File: src/rtl/seg7_pkg.sv
// Shared 7-segment definitions: GFEDCBA patterns, bus bit positions, capture FSM
// state encoding and the tens/ones bus pair payload.
package seg7_pkg;

  localparam int unsigned SEG7_BUS_W   = 9;
  localparam int unsigned SEG7_PAT_W   = 7;
  localparam int unsigned SEG7_BCD_W   = 4;
  localparam int unsigned SEG7_IDX_SEG = 8;
  localparam int unsigned SEG7_IDX_DP  = 7;

  // Active-high GFEDCBA patterns for 0..F
  localparam logic [SEG7_PAT_W-1:0] SEG7_PAT_0 = 7'h3F;
  localparam logic [SEG7_PAT_W-1:0] SEG7_PAT_1 = 7'h06;
  localparam logic [SEG7_PAT_W-1:0] SEG7_PAT_2 = 7'h5B;
  localparam logic [SEG7_PAT_W-1:0] SEG7_PAT_3 = 7'h4F;
  localparam logic [SEG7_PAT_W-1:0] SEG7_PAT_4 = 7'h66;
  localparam logic [SEG7_PAT_W-1:0] SEG7_PAT_5 = 7'h6D;
  localparam logic [SEG7_PAT_W-1:0] SEG7_PAT_6 = 7'h7D;
  localparam logic [SEG7_PAT_W-1:0] SEG7_PAT_7 = 7'h07;
  localparam logic [SEG7_PAT_W-1:0] SEG7_PAT_8 = 7'h7F;
  localparam logic [SEG7_PAT_W-1:0] SEG7_PAT_9 = 7'h6F;
  localparam logic [SEG7_PAT_W-1:0] SEG7_PAT_A = 7'h77;
  localparam logic [SEG7_PAT_W-1:0] SEG7_PAT_B = 7'h7C;
  localparam logic [SEG7_PAT_W-1:0] SEG7_PAT_C = 7'h39;
  localparam logic [SEG7_PAT_W-1:0] SEG7_PAT_D = 7'h5E;
  localparam logic [SEG7_PAT_W-1:0] SEG7_PAT_E = 7'h79;
  localparam logic [SEG7_PAT_W-1:0] SEG7_PAT_F = 7'h71;

  typedef enum logic [1:0] {
    WAIT   = 2'd0,
    REPORT = 2'd1,
    HOLD   = 2'd2
  } seg7_state_e;

  typedef struct packed {
    logic [SEG7_BUS_W-1:0] tens;
    logic [SEG7_BUS_W-1:0] ones;
  } seg7_pair_t;

endpackage

File: src/rtl/seg7_lookup.sv
// Combinational normalise + decode of one 9-bit {SEG,DP,GFEDCBA} bus to a digit.
// Hex digits A..F decode as valid only when SEG7_CAPTURE_HEX_EN is defined.
module seg7_lookup
  import seg7_pkg::*;
#(
  parameter bit COMMON_ANODE = 1'b0
) (
  input  logic [SEG7_BUS_W-1:0] i_bus,
  output logic [SEG7_BCD_W-1:0] o_value_c,
  output logic                  o_valid_c
);

`ifdef SEG7_CAPTURE_HEX_EN
  localparam bit HEX_EN = 1'b1;
`else
  localparam bit HEX_EN = 1'b0;
`endif

  logic [SEG7_PAT_W-1:0] w_seg;
  logic                  w_common_ok;
  logic                  w_pat_ok;
  logic                  w_unused_dp;

  assign w_seg       = COMMON_ANODE ? ~i_bus[SEG7_PAT_W-1:0] : i_bus[SEG7_PAT_W-1:0];
  assign w_common_ok = (i_bus[SEG7_IDX_SEG] == COMMON_ANODE);
  assign w_unused_dp = i_bus[SEG7_IDX_DP];

  always_comb begin
    o_value_c = '0;
    w_pat_ok  = 1'b1;
    case (w_seg)
      SEG7_PAT_0: o_value_c = 4'd0;
      SEG7_PAT_1: o_value_c = 4'd1;
      SEG7_PAT_2: o_value_c = 4'd2;
      SEG7_PAT_3: o_value_c = 4'd3;
      SEG7_PAT_4: o_value_c = 4'd4;
      SEG7_PAT_5: o_value_c = 4'd5;
      SEG7_PAT_6: o_value_c = 4'd6;
      SEG7_PAT_7: o_value_c = 4'd7;
      SEG7_PAT_8: o_value_c = 4'd8;
      SEG7_PAT_9: o_value_c = 4'd9;
      SEG7_PAT_A: begin o_value_c = 4'd10; w_pat_ok = HEX_EN; end
      SEG7_PAT_B: begin o_value_c = 4'd11; w_pat_ok = HEX_EN; end
      SEG7_PAT_C: begin o_value_c = 4'd12; w_pat_ok = HEX_EN; end
      SEG7_PAT_D: begin o_value_c = 4'd13; w_pat_ok = HEX_EN; end
      SEG7_PAT_E: begin o_value_c = 4'd14; w_pat_ok = HEX_EN; end
      SEG7_PAT_F: begin o_value_c = 4'd15; w_pat_ok = HEX_EN; end
      default:    w_pat_ok = 1'b0;
    endcase
  end

  assign o_valid_c = w_common_ok && w_pat_ok;

endmodule

File: src/rtl/seg7_capture_decoder.sv
// Samples two asynchronous 7-segment buses, filters for stability and reports the
// decoded digit pair once per distinct stable pattern. Hex decode: SEG7_CAPTURE_HEX_EN.
module seg7_capture_decoder
  import seg7_pkg::*;
#(
  parameter bit          COMMON_ANODE  = 1'b0,
  parameter int unsigned STABLE_CYCLES = 16
) (
  input  logic                  clk,
  input  logic                  rst_n,
  input  logic [SEG7_BUS_W-1:0] segment_led_tens_in,
  input  logic [SEG7_BUS_W-1:0] segment_led_ones_in,
  output logic [SEG7_BCD_W-1:0] bcd_tens_out,
  output logic [SEG7_BCD_W-1:0] bcd_ones_out,
  output logic                  code_valid,
  output logic                  code_err
);

  localparam int unsigned      CNT_W   = $clog2(STABLE_CYCLES);
  localparam logic [CNT_W-1:0] CNT_MAX = CNT_W'(STABLE_CYCLES - 1);

  seg7_pair_t            r_sync1;
  seg7_pair_t            r_sync2;
  seg7_pair_t            r_prev;
  seg7_pair_t            r_last;
  logic [CNT_W-1:0]      r_cnt;
  seg7_state_e           r_state;
  seg7_state_e           w_state_nxt;
  logic                  r_have;
  logic                  w_have_nxt;
  logic [SEG7_BCD_W-1:0] r_tens;
  logic [SEG7_BCD_W-1:0] w_tens_nxt;
  logic [SEG7_BCD_W-1:0] r_ones;
  logic [SEG7_BCD_W-1:0] w_ones_nxt;
  logic                  r_valid;
  logic                  w_valid_nxt;
  logic                  r_err;
  logic                  w_err_nxt;
  logic                  w_latch;
  logic                  w_change;
  logic                  w_cnt_clr;
  logic [SEG7_BCD_W-1:0] w_tens_val;
  logic [SEG7_BCD_W-1:0] w_ones_val;
  logic                  w_tens_ok;
  logic                  w_ones_ok;

  // Decode the pair the counter has qualified, not the newest sample
  seg7_lookup #(.COMMON_ANODE(COMMON_ANODE)) u_lookup_tens (
    .i_bus     (r_prev.tens),
    .o_value_c (w_tens_val),
    .o_valid_c (w_tens_ok)
  );

  seg7_lookup #(.COMMON_ANODE(COMMON_ANODE)) u_lookup_ones (
    .i_bus     (r_prev.ones),
    .o_value_c (w_ones_val),
    .o_valid_c (w_ones_ok)
  );

  assign w_change  = (r_sync2 != r_prev);
  assign w_cnt_clr = w_change || ((r_state == HOLD) && (w_state_nxt == WAIT));

  // Two-flop synchroniser and stability counter
  always_ff @(posedge clk or negedge rst_n) begin
    if (!rst_n) begin
      r_sync1 <= '0;
      r_sync2 <= '0;
      r_prev  <= '0;
      r_cnt   <= '0;
    end else begin
      r_sync1 <= {segment_led_tens_in, segment_led_ones_in};
      r_sync2 <= r_sync1;
      r_prev  <= r_sync2;
      if (w_cnt_clr) begin
        r_cnt <= '0;
      end else if (r_cnt != CNT_MAX) begin
        r_cnt <= r_cnt + CNT_W'(1);
      end
    end
  end

  always_ff @(posedge clk or negedge rst_n) begin
    if (!rst_n) begin
      r_state <= WAIT;
      r_have  <= 1'b0;
      r_last  <= '0;
      r_tens  <= '0;
      r_ones  <= '0;
      r_valid <= 1'b0;
      r_err   <= 1'b0;
    end else begin
      r_state <= w_state_nxt;
      r_have  <= w_have_nxt;
      r_tens  <= w_tens_nxt;
      r_ones  <= w_ones_nxt;
      r_valid <= w_valid_nxt;
      r_err   <= w_err_nxt;
      if (w_latch) begin
        r_last <= r_prev;
      end
    end
  end

  // Report effects are registered on entry to REPORT so they are visible during it
  always_comb begin
    w_state_nxt = r_state;
    w_have_nxt  = r_have;
    w_tens_nxt  = r_tens;
    w_ones_nxt  = r_ones;
    w_valid_nxt = 1'b0;
    w_err_nxt   = r_err;
    w_latch     = 1'b0;
    case (r_state)
      WAIT: begin
        if (r_cnt == CNT_MAX) begin
          if (!r_have || (r_prev != r_last)) begin
            w_state_nxt = REPORT;
            w_latch     = 1'b1;
            w_have_nxt  = 1'b1;
            if (w_tens_ok && w_ones_ok) begin
              w_tens_nxt  = w_tens_val;
              w_ones_nxt  = w_ones_val;
              w_valid_nxt = 1'b1;
              w_err_nxt   = 1'b0;
            end else begin
              w_err_nxt = 1'b1;
            end
          end else begin
            w_state_nxt = HOLD;
          end
        end
      end
      REPORT: w_state_nxt = HOLD;
      HOLD: begin
        // Also leave if the pattern moved while the report was in flight
        if (w_change || (r_prev != r_last)) begin
          w_state_nxt = WAIT;
        end
      end
      default: w_state_nxt = WAIT;
    endcase
  end

  assign bcd_tens_out = r_tens;
  assign bcd_ones_out = r_ones;
  assign code_valid   = r_valid;
  assign code_err     = r_err;

endmodule

File: config.mk
export PLATFORM = sky130hd
export DESIGN_NAME = seg7_capture_decoder
export DESIGN_NICKNAME = d
export VERILOG_FILES = /design/src/rtl/seg7_pkg.sv /design/src/rtl/seg7_lookup.sv /design/src/rtl/seg7_capture_decoder.sv
export SDC_FILE = /design/constraint.sdc
export NUM_CORES = 1
export LEC_CHECK = 0
export ABC_AREA = 1
export CAP_MARGIN = 20
export CORE_ASPECT_RATIO = 0.6
export CORE_MARGIN = 2
export CORE_UTILIZATION = 35
export CTS_CLUSTER_SIZE = 16
export DETAILED_ROUTE_END_ITERATION = 10
export HOLD_SLACK_MARGIN = 0.12
export PLACE_DENSITY = 0.55
export SLEW_MARGIN = 10
export SYNTH_ARGS = -nofsm -noshare
export SYNTH_HDL_FRONTEND = slang
export SYNTH_SLANG_ARGS = --single-unit
File: constraint.sdc
create_clock -name clk -period 1.54 [get_ports clk]
set_input_delay 0.462 -clock clk [delete_from_list [all_inputs] [get_ports clk]]
set_output_delay 0.462 -clock clk [all_outputs]
set_load 0.03 [all_outputs]
==> impl_metrics.env, run 1 <==
export IMPL_starting_density_pct=35.74
export IMPL_overflow=0
export IMPL_grt_start_max_net_pins=26
export IMPL_drc_violation_count_after_routing=0
export IMPL_global_route_wire_length_before_repair_um=14820
export IMPL_synthTopCellsByCount="nand2_1, dfrtp_1, inv_1"
export IMPL_place_port_buffers=29
export IMPL_synth_ff_latch_count=89
export IMPL_first_global_vias=3155
export IMPL_post_dp_hpwl_um=6446
export IMPL_power_density_cell_area_nw_per_um2=882.2
export IMPL_timing_final_setup_violations=35
export IMPL_flow_area_growth_from_synthesis_pct=44.95
export IMPL_clock_insertion_delay_worst_skew_ns=0.34
export IMPL_clockBufferDepth=2
export IMPL_post_syn_instances=467
export IMPL_fin_area_um2=5814
export IMPL_register_to_register_path_depth=12
export IMPL_run_status="finished with violations"
export IMPL_finalClockSkew_ns=0.01133
export IMPL_drtIter0Drc=179
export IMPL_critical_path_endpoint_type="flop"
export IMPL_synthTopCellsByArea="dfrtp_1, nand2_1, inv_1"
export IMPL_cpPeakStageDelay_ns=0.44
export IMPL_postSynthAreaPerCell_um2=8.590
export IMPL_cts_sink_count=89
export IMPL_worst_path_max_delay_cell="dfrtp_1"
export IMPL_holdCritStartpoint="r_sync1[2]"
export IMPL_setup_slack_of_the_worst_register_to_register_path_ns=-0.24
export IMPL_finalWeightedCongestion=0.8654
export IMPL_floorplan_io_pins=30
export IMPL_holdPathStages=0
export IMPL_detail_route_antenna_nets=0
export IMPL_fin_nets=607
export IMPL_cell_area_after_technology_mapping_um2=4011
export IMPL_worstPathMaxFanout=8
export IMPL_placeableCoreArea_um2=11220
export IMPL_drt_vias_per_instance=4.522
export IMPL_detail_route_first_pass_iterations=4
export IMPL_ys_flop_type="dfrtp_1"
export IMPL_post_layout_total_power_mw=5.130
export IMPL_setup_slack_ns=-0.2363
export IMPL_yosys_area_top_type_share_pct=55.52
export IMPL_crit_path_start_kind="flop"
export IMPL_wire_per_inst_um=12.19
export IMPL_die_y_um=86.93
export IMPL_setup_worst_path_start="r_prev[10]"
export IMPL_synth_enable_flop_cells=0
export IMPL_crit_reg2reg_launch="r_prev[10]"
export IMPL_timing_final_max_slew_violations=0
export IMPL_series_of_cell_instances_along_the_critical_path="buf_6, nand2_4, nor2_4, nand2_1, nand2_1, nor2_1, nand3_1, nand2_2, nor2_4, nand3_4, nand2_1, nand2_1"
export IMPL_r2r_end="bcd_tens_out[2]"
export IMPL_critical_path_most_common_cell="nand2_1"
export IMPL_cp_buffers_inverters=1
export IMPL_maxSlewHeadroom_pct=75.50
export IMPL_max_cap_violations=0
export IMPL_die_area_um2=12360
export IMPL_dpl_cell_area_um2=4985
export IMPL_critical_path_class="reg2reg"
export IMPL_tritoncts="yes"
export IMPL_num_rows=30
export IMPL_worstPathArrival_ns=2.01
export IMPL_fmaxAchievable_mhz=563.0
export IMPL_yosysMostFrequentCell="nand2_1"
export IMPL_clock_tree_root_cell="clkbuf_16"
export IMPL_timing_final_hold_violations=0
export IMPL_critPathRequiredTime_ns=1.78
export IMPL_min_path_type="reg2reg"
export IMPL_finalCriticalPeriod_ns=1.776
export IMPL_synth_distinct_cells=33
export IMPL_layout_drive_gt1_share_pct=38.92
export IMPL_violations="setup timing"
export IMPL_irDropWorstVdd_mv=0.5793
export IMPL_track_usage_pct=15.28
export IMPL_mappedNetlistNets=488
export IMPL_hold_path_endpoint="r_sync2[2]"
export IMPL_chipWidth_um=142.2
export IMPL_cp_top_family="simple AND/OR/NAND/NOR gates"
export IMPL_routed_via_count=3324
export IMPL_initial_antenna_violation_count=0
export IMPL_worst_slew_pin_slew_ns=0.3675
export IMPL_path_clk_slew_ns=0.07
export IMPL_post_synth_top_area_cell="dfrtp_1"
export IMPL_power_leakage_nw=2.810
export IMPL_antennaDiodeCount=0
export IMPL_synth_async_reset_ratio_pct=100.0
export IMPL_drt_wl_total_um=8956
export IMPL_fin_crit_sh_pct=115.3
export IMPL_unrepaired_setup_endpoints_after_global_routing="yes"
export IMPL_cts_made_buffers=9
export IMPL_sequential_cell_area_fraction_in_the_yosys_report_pct=55.52
export IMPL_synth_warnings=0
export IMPL_htree_levels=3
## where the power goes
group          internal (mW)  switching [mW]
logic                  0.241           0.247
registers               2.41          0.0629
clock network           1.16            1.01
total                   3.81            1.32
## layer usage
layer	global-route usage, %	share of wire, %
met5	0	0
met4	3.364	0.55
met3	3.848	4.5
met2	21.91	42
met1	23.24	53
## how the worst max path moves through the flow
stage / to / slack [ns] / depth (start not counted)
6_report: bcd_tens_out[2] / -0.24 / 12
4_1_cts: r_last[9] / -0.15 / 12
5_1_grt: bcd_tens_out[2] / -0.33 / 12
2_1_floorplan: bcd_ones_out[0] / 0.01 / 12
3_5_place_dp: bcd_ones_out[2] / -0.25 / 11
3_3_place_gp: bcd_tens_out[2] / -0.27 / 11
## logic make-up after synthesis
kind of cell / Yosys count / share of synthesized area [%]
DFF: 89 / 55.52
AOI/OAI and AO/OA: 29 / 4.866
buffers and inverters: 70 / 7.299
and+or+nand+nor: 267 / 29.60
adders and majority gates: 1 / 0.3119
xor gates and xnor gates: 11 / 2.402
## cell usage in the layout, fill, tap and decap left out, types with 12 or more instances in the layout
cell type and count:
clkdlybuf4s50_1 18, buf_4 75, o21ai_2 12, nand3_1 13, nand4_1 12, nand2_1 124, nand2_2 29, nor2_4 16
nor2_2 18, dfrtp_1 81, nor2_1 22, inv_1 48
## layout make-up
cell class | count | area [µm²]
Fill cell | 1039 | 5409
Sequential cell | 89 | 2237
Multi-Input combinational cell | 308 | 1799
Timing Repair Buffer | 115 | 1041
Inverter | 63 | 251.5
Clock buffer | 9 | 225.2
Tap cell | 144 | 180.2
Clock inverter | 7 | 80.08
## repair_timing
| item | 4_1_cts | 5_1_grt |
|---|---|---|
| endpoints found under the hold margin | 21 | 0 |
| pin swaps | 6 | 17 |
| hold buffers | 1 | 0 |
| gates resized for setup | 69 | 61 |
| setup buffers | 9 | 11 |
| endpoints found under the setup margin | 40 | 36 |
## state kept, by name, indices dropped and copies added, names as in the netlist
signal / count
bcd_ones_out: 4
r_have: 1
bcd_tens_out: 4
r_state: 2
r_sync2: 18
r_last: 18
r_sync1: 18
r_cnt: 4
r_prev: 18
code_valid: 1
code_err: 1
## per-stage QoR
| step | setup TNS (ns) | instances | setup slack [ns] | util (%) | hold WS, ns |
|---|---|---|---|---|---|
| after floorplan | 0 | 467 | 0.01016 | - | 0.1664 |
| final | -6.017 | 735 | -0.2363 | 51.81 | 0.3445 |
| after detailed placement | -5.726 | 700 | -0.2472 | 44.41 | 0.3347 |
| after CTS | -4.237 | 726 | -0.1484 | 49.09 | 0.3507 |
| after global routing | -9.746 | 735 | -0.3293 | 51.81 | 0.3557 |
| after global placement | -5.432 | 700 | -0.2718 | 44.41 | 0.3324 |
Power figures use the tool's default switching activity.
==> run 2, diff against run 1 <==
- CTS_BUF_LIST: default -> sky130_fd_sc_hd__clkbuf_4 sky130_fd_sc_hd__clkbuf_8
- GPL_TIMING_DRIVEN: default -> 0
==> run 2 against run 1 <==
Effect of this change:
- the flow still finishes with violations (setup timing)
- wire length is 4.2% lower
- core utilization is 3.3 points lower
- clock-buffer cell count stayed put
- first-iteration DRC count is 9.5% higher
- combinational power is 20% lower
- setup slack better by 0.044 ns
- critical path type unchanged
- critical endpoint is now bcd_ones_out[3]
- highest routed layer unchanged
==> impl_metrics.env, run 2 (same netlist as run 1, synthesis figures left out) <==
export IMPL_layout_cells_most_common_list="nand2_1, dfrtp_1, inv_1"
export IMPL_leading_cell_type_in_the_layout_fill_and_taps_excluded="nand2_1"
export IMPL_max_cap_violations=0
export IMPL_first_global_vias=2874
export IMPL_detail_route_first_pass_iterations=5
export IMPL_antennaDiodeCount=0
export IMPL_fin_nets=569
export IMPL_place_port_buffers=29
export IMPL_clockBufferDepth=2
export IMPL_drc_violation_count_after_routing=0
export IMPL_overflow=0
export IMPL_floorplan_io_pins=30
export IMPL_path_clk_slew_ns=0.10
export IMPL_min_path_type="reg2reg"
export IMPL_htree_levels=3
export IMPL_maxSlewHeadroom_pct=61.36
export IMPL_cpPeakStageDelay_ns=0.46
export IMPL_die_y_um=86.93
export IMPL_critPathRequiredTime_ns=1.81
export IMPL_filler_cell_count=1018
export IMPL_initial_antenna_violation_count=0
export IMPL_tritoncts="yes"
export IMPL_series_of_cell_instances_along_the_critical_path="inv_2, nand2_1, nor2_2, nand2_1, nand2_2, nor2_2, nand3_2, nand2_1, nor2_4, nand3_4, nand2_2, nand2_1"
export IMPL_clock_insertion_delay_worst_skew_ns=0.37
export IMPL_drt_vias_per_instance=4.590
export IMPL_drtIter0Drc=196
export IMPL_placeableCoreArea_um2=11220
export IMPL_drt_wl_total_um=8576
export IMPL_critical_path_endpoint_type="flop"
export IMPL_timing_final_setup_violations=34
export IMPL_flow_area_growth_from_synthesis_pct=35.68
export IMPL_power_density_cell_area_nw_per_um2=821.5
export IMPL_r2r_end="bcd_ones_out[3]"
export IMPL_num_rows=30
export IMPL_power_leakage_nw=2.616
export IMPL_grt_start_max_net_pins=47
export IMPL_setup_slack_ns=-0.1927
export IMPL_irDropWorstVdd_mv=0.3822
export IMPL_crit_path_start_kind="flop"
export IMPL_fin_crit_sh_pct=112.5
export IMPL_unrepaired_setup_endpoints_after_global_routing="yes"
export IMPL_finalWeightedCongestion=0.8440
export IMPL_setup_worst_path_start="r_prev[3]"
export IMPL_timing_final_hold_violations=0
export IMPL_track_usage_pct=14.93
export IMPL_timing_final_max_slew_violations=0
export IMPL_dpl_cell_area_um2=4516
export IMPL_cts_sink_count=89
export IMPL_run_status="finished with violations"
export IMPL_register_to_register_path_depth=12
export IMPL_clock_tree_root_cell="clkbuf_8"
export IMPL_violations="setup timing"
export IMPL_die_area_um2=12360
export IMPL_post_dp_hpwl_um=5825
export IMPL_post_layout_total_power_mw=4.471
export IMPL_wire_per_inst_um=12.30
export IMPL_finalCriticalPeriod_ns=1.733
export IMPL_finalClockSkew_ns=0.01019
export IMPL_fin_area_um2=5443
export IMPL_crit_reg2reg_launch="r_prev[3]"
export IMPL_crit_end="bcd_ones_out[3]"
export IMPL_worstPathArrival_ns=2.00
export IMPL_final_hold_worst_slack_ns=0.3546
export IMPL_cts_made_buffers=9
export IMPL_place_detailed_instances=641
export IMPL_global_route_wire_length_before_repair_um=14110
export IMPL_critical_path_class="reg2reg"
export IMPL_detail_route_antenna_nets=0
export IMPL_routed_via_count=3199
export IMPL_layout_cells_non_filler=697
export IMPL_setup_slack_of_the_worst_register_to_register_path_ns=-0.19
export IMPL_worstPathMaxFanout=8
export IMPL_fmaxAchievable_mhz=577.1
export IMPL_critical_path_most_common_cell="nand2_1"
export IMPL_worst_path_max_delay_cell="dfrtp_2"
export IMPL_layout_drive_gt1_share_pct=34.54
export IMPL_starting_density_pct=35.74
export IMPL_chipWidth_um=142.2
export IMPL_worst_slew_pin_slew_ns=0.5795
-- run 2: changes by cell type in the layout (fill, tap and decap cells not counted), moves of 6 or more --
| cell | delta |
|---|---|
| clkbuf_16 | -7 |
| nor2_1 | +8 |
| buf_2 | +9 |
| nor2_2 | -6 |
| clkbuf_8 | +9 |
| buf_4 | -45 |
-- run 2: worst max-delay path: cells and delay by family (launching register included) --
kind | cells | cell delay, ns
buffers and inverters | 1 | 0.10
DFF | 1 | 0.46
and+or+nand+nor | 11 | 1.07
-- run 2: cell type report --
class,count,area [µm²],area share (%)
sequential,89,2240,41.15
buffer,6,80.08,1.471
multi-input combinational,308,1779,32.69
clock inverter,7,81.33,1.494
inverter,63,261.5,4.805
timing repair buffer,71,696.9,12.80
tap,144,180.2,3.310
clock buffer,9,123.9,2.276
-- run 2: worst min path at each step --
stage | from | end | slack, ns | cells after the start
2_1_floorplan | rst_n | bcd_ones_out[0] | 0.17 | 0
3_3_place_gp | r_sync1[0] | r_sync2[0] | 0.33 | 0
3_5_place_dp | r_sync1[12] | r_sync2[12] | 0.33 | 0
4_1_cts | r_sync1[3] | r_sync2[3] | 0.36 | 0
5_1_grt | r_sync1[17] | r_sync2[17] | 0.36 | 0
6_report | r_sync1[3] | r_sync2[3] | 0.35 | 0
-- run 2: report_power, final --
group	switching (mW)	total [mW]	leakage [nW]	internal, mW
clock network	0.966	1.61	0.103	0.647
logic	0.221	0.391	1.40	0.170
registers	0.0580	2.47	1.11	2.41
total	1.25	4.47	2.62	3.23
-- run 2: layer usage --
layer	vias up	share of wire [%]	global-route usage (%)
met4	0	1.6	4.909
met1	1480	52	22.35
met3	16	5.9	4.783
met5	-	0	0
li1	1616	-	-
met2	87	40	20.29
-- run 2: repair_timing --
action	CTS	global route
setup endpoints to repair	45	43
hold buffers	1	0
pin swaps	15	15
gates resized for setup	92	81
endpoints found under the hold margin	45	0
cloned	1	2
setup buffers	19	18
-- run 2: metrics by stage --
step	utilization, %	TNS [ns]	setup slack (ns)
final	48.50	-4.777	-0.1927
after global routing	48.50	-8.659	-0.3108
after CTS	45.45	-4.212	-0.1826
after detailed placement	40.23	-8.934	-0.3215
after global placement	40.01	-293.32	-3.216
after floorplan	-	0	0.01016
==> run 3, diff against run 2 <==
- CTS_BUF_LIST: sky130_fd_sc_hd__clkbuf_4 sky130_fd_sc_hd__clkbuf_8 -> sky130_fd_sc_hd__clkbuf_8
==> results of run 3 <==
No change in the layout: final DEF, timing and power equal those of run 2.
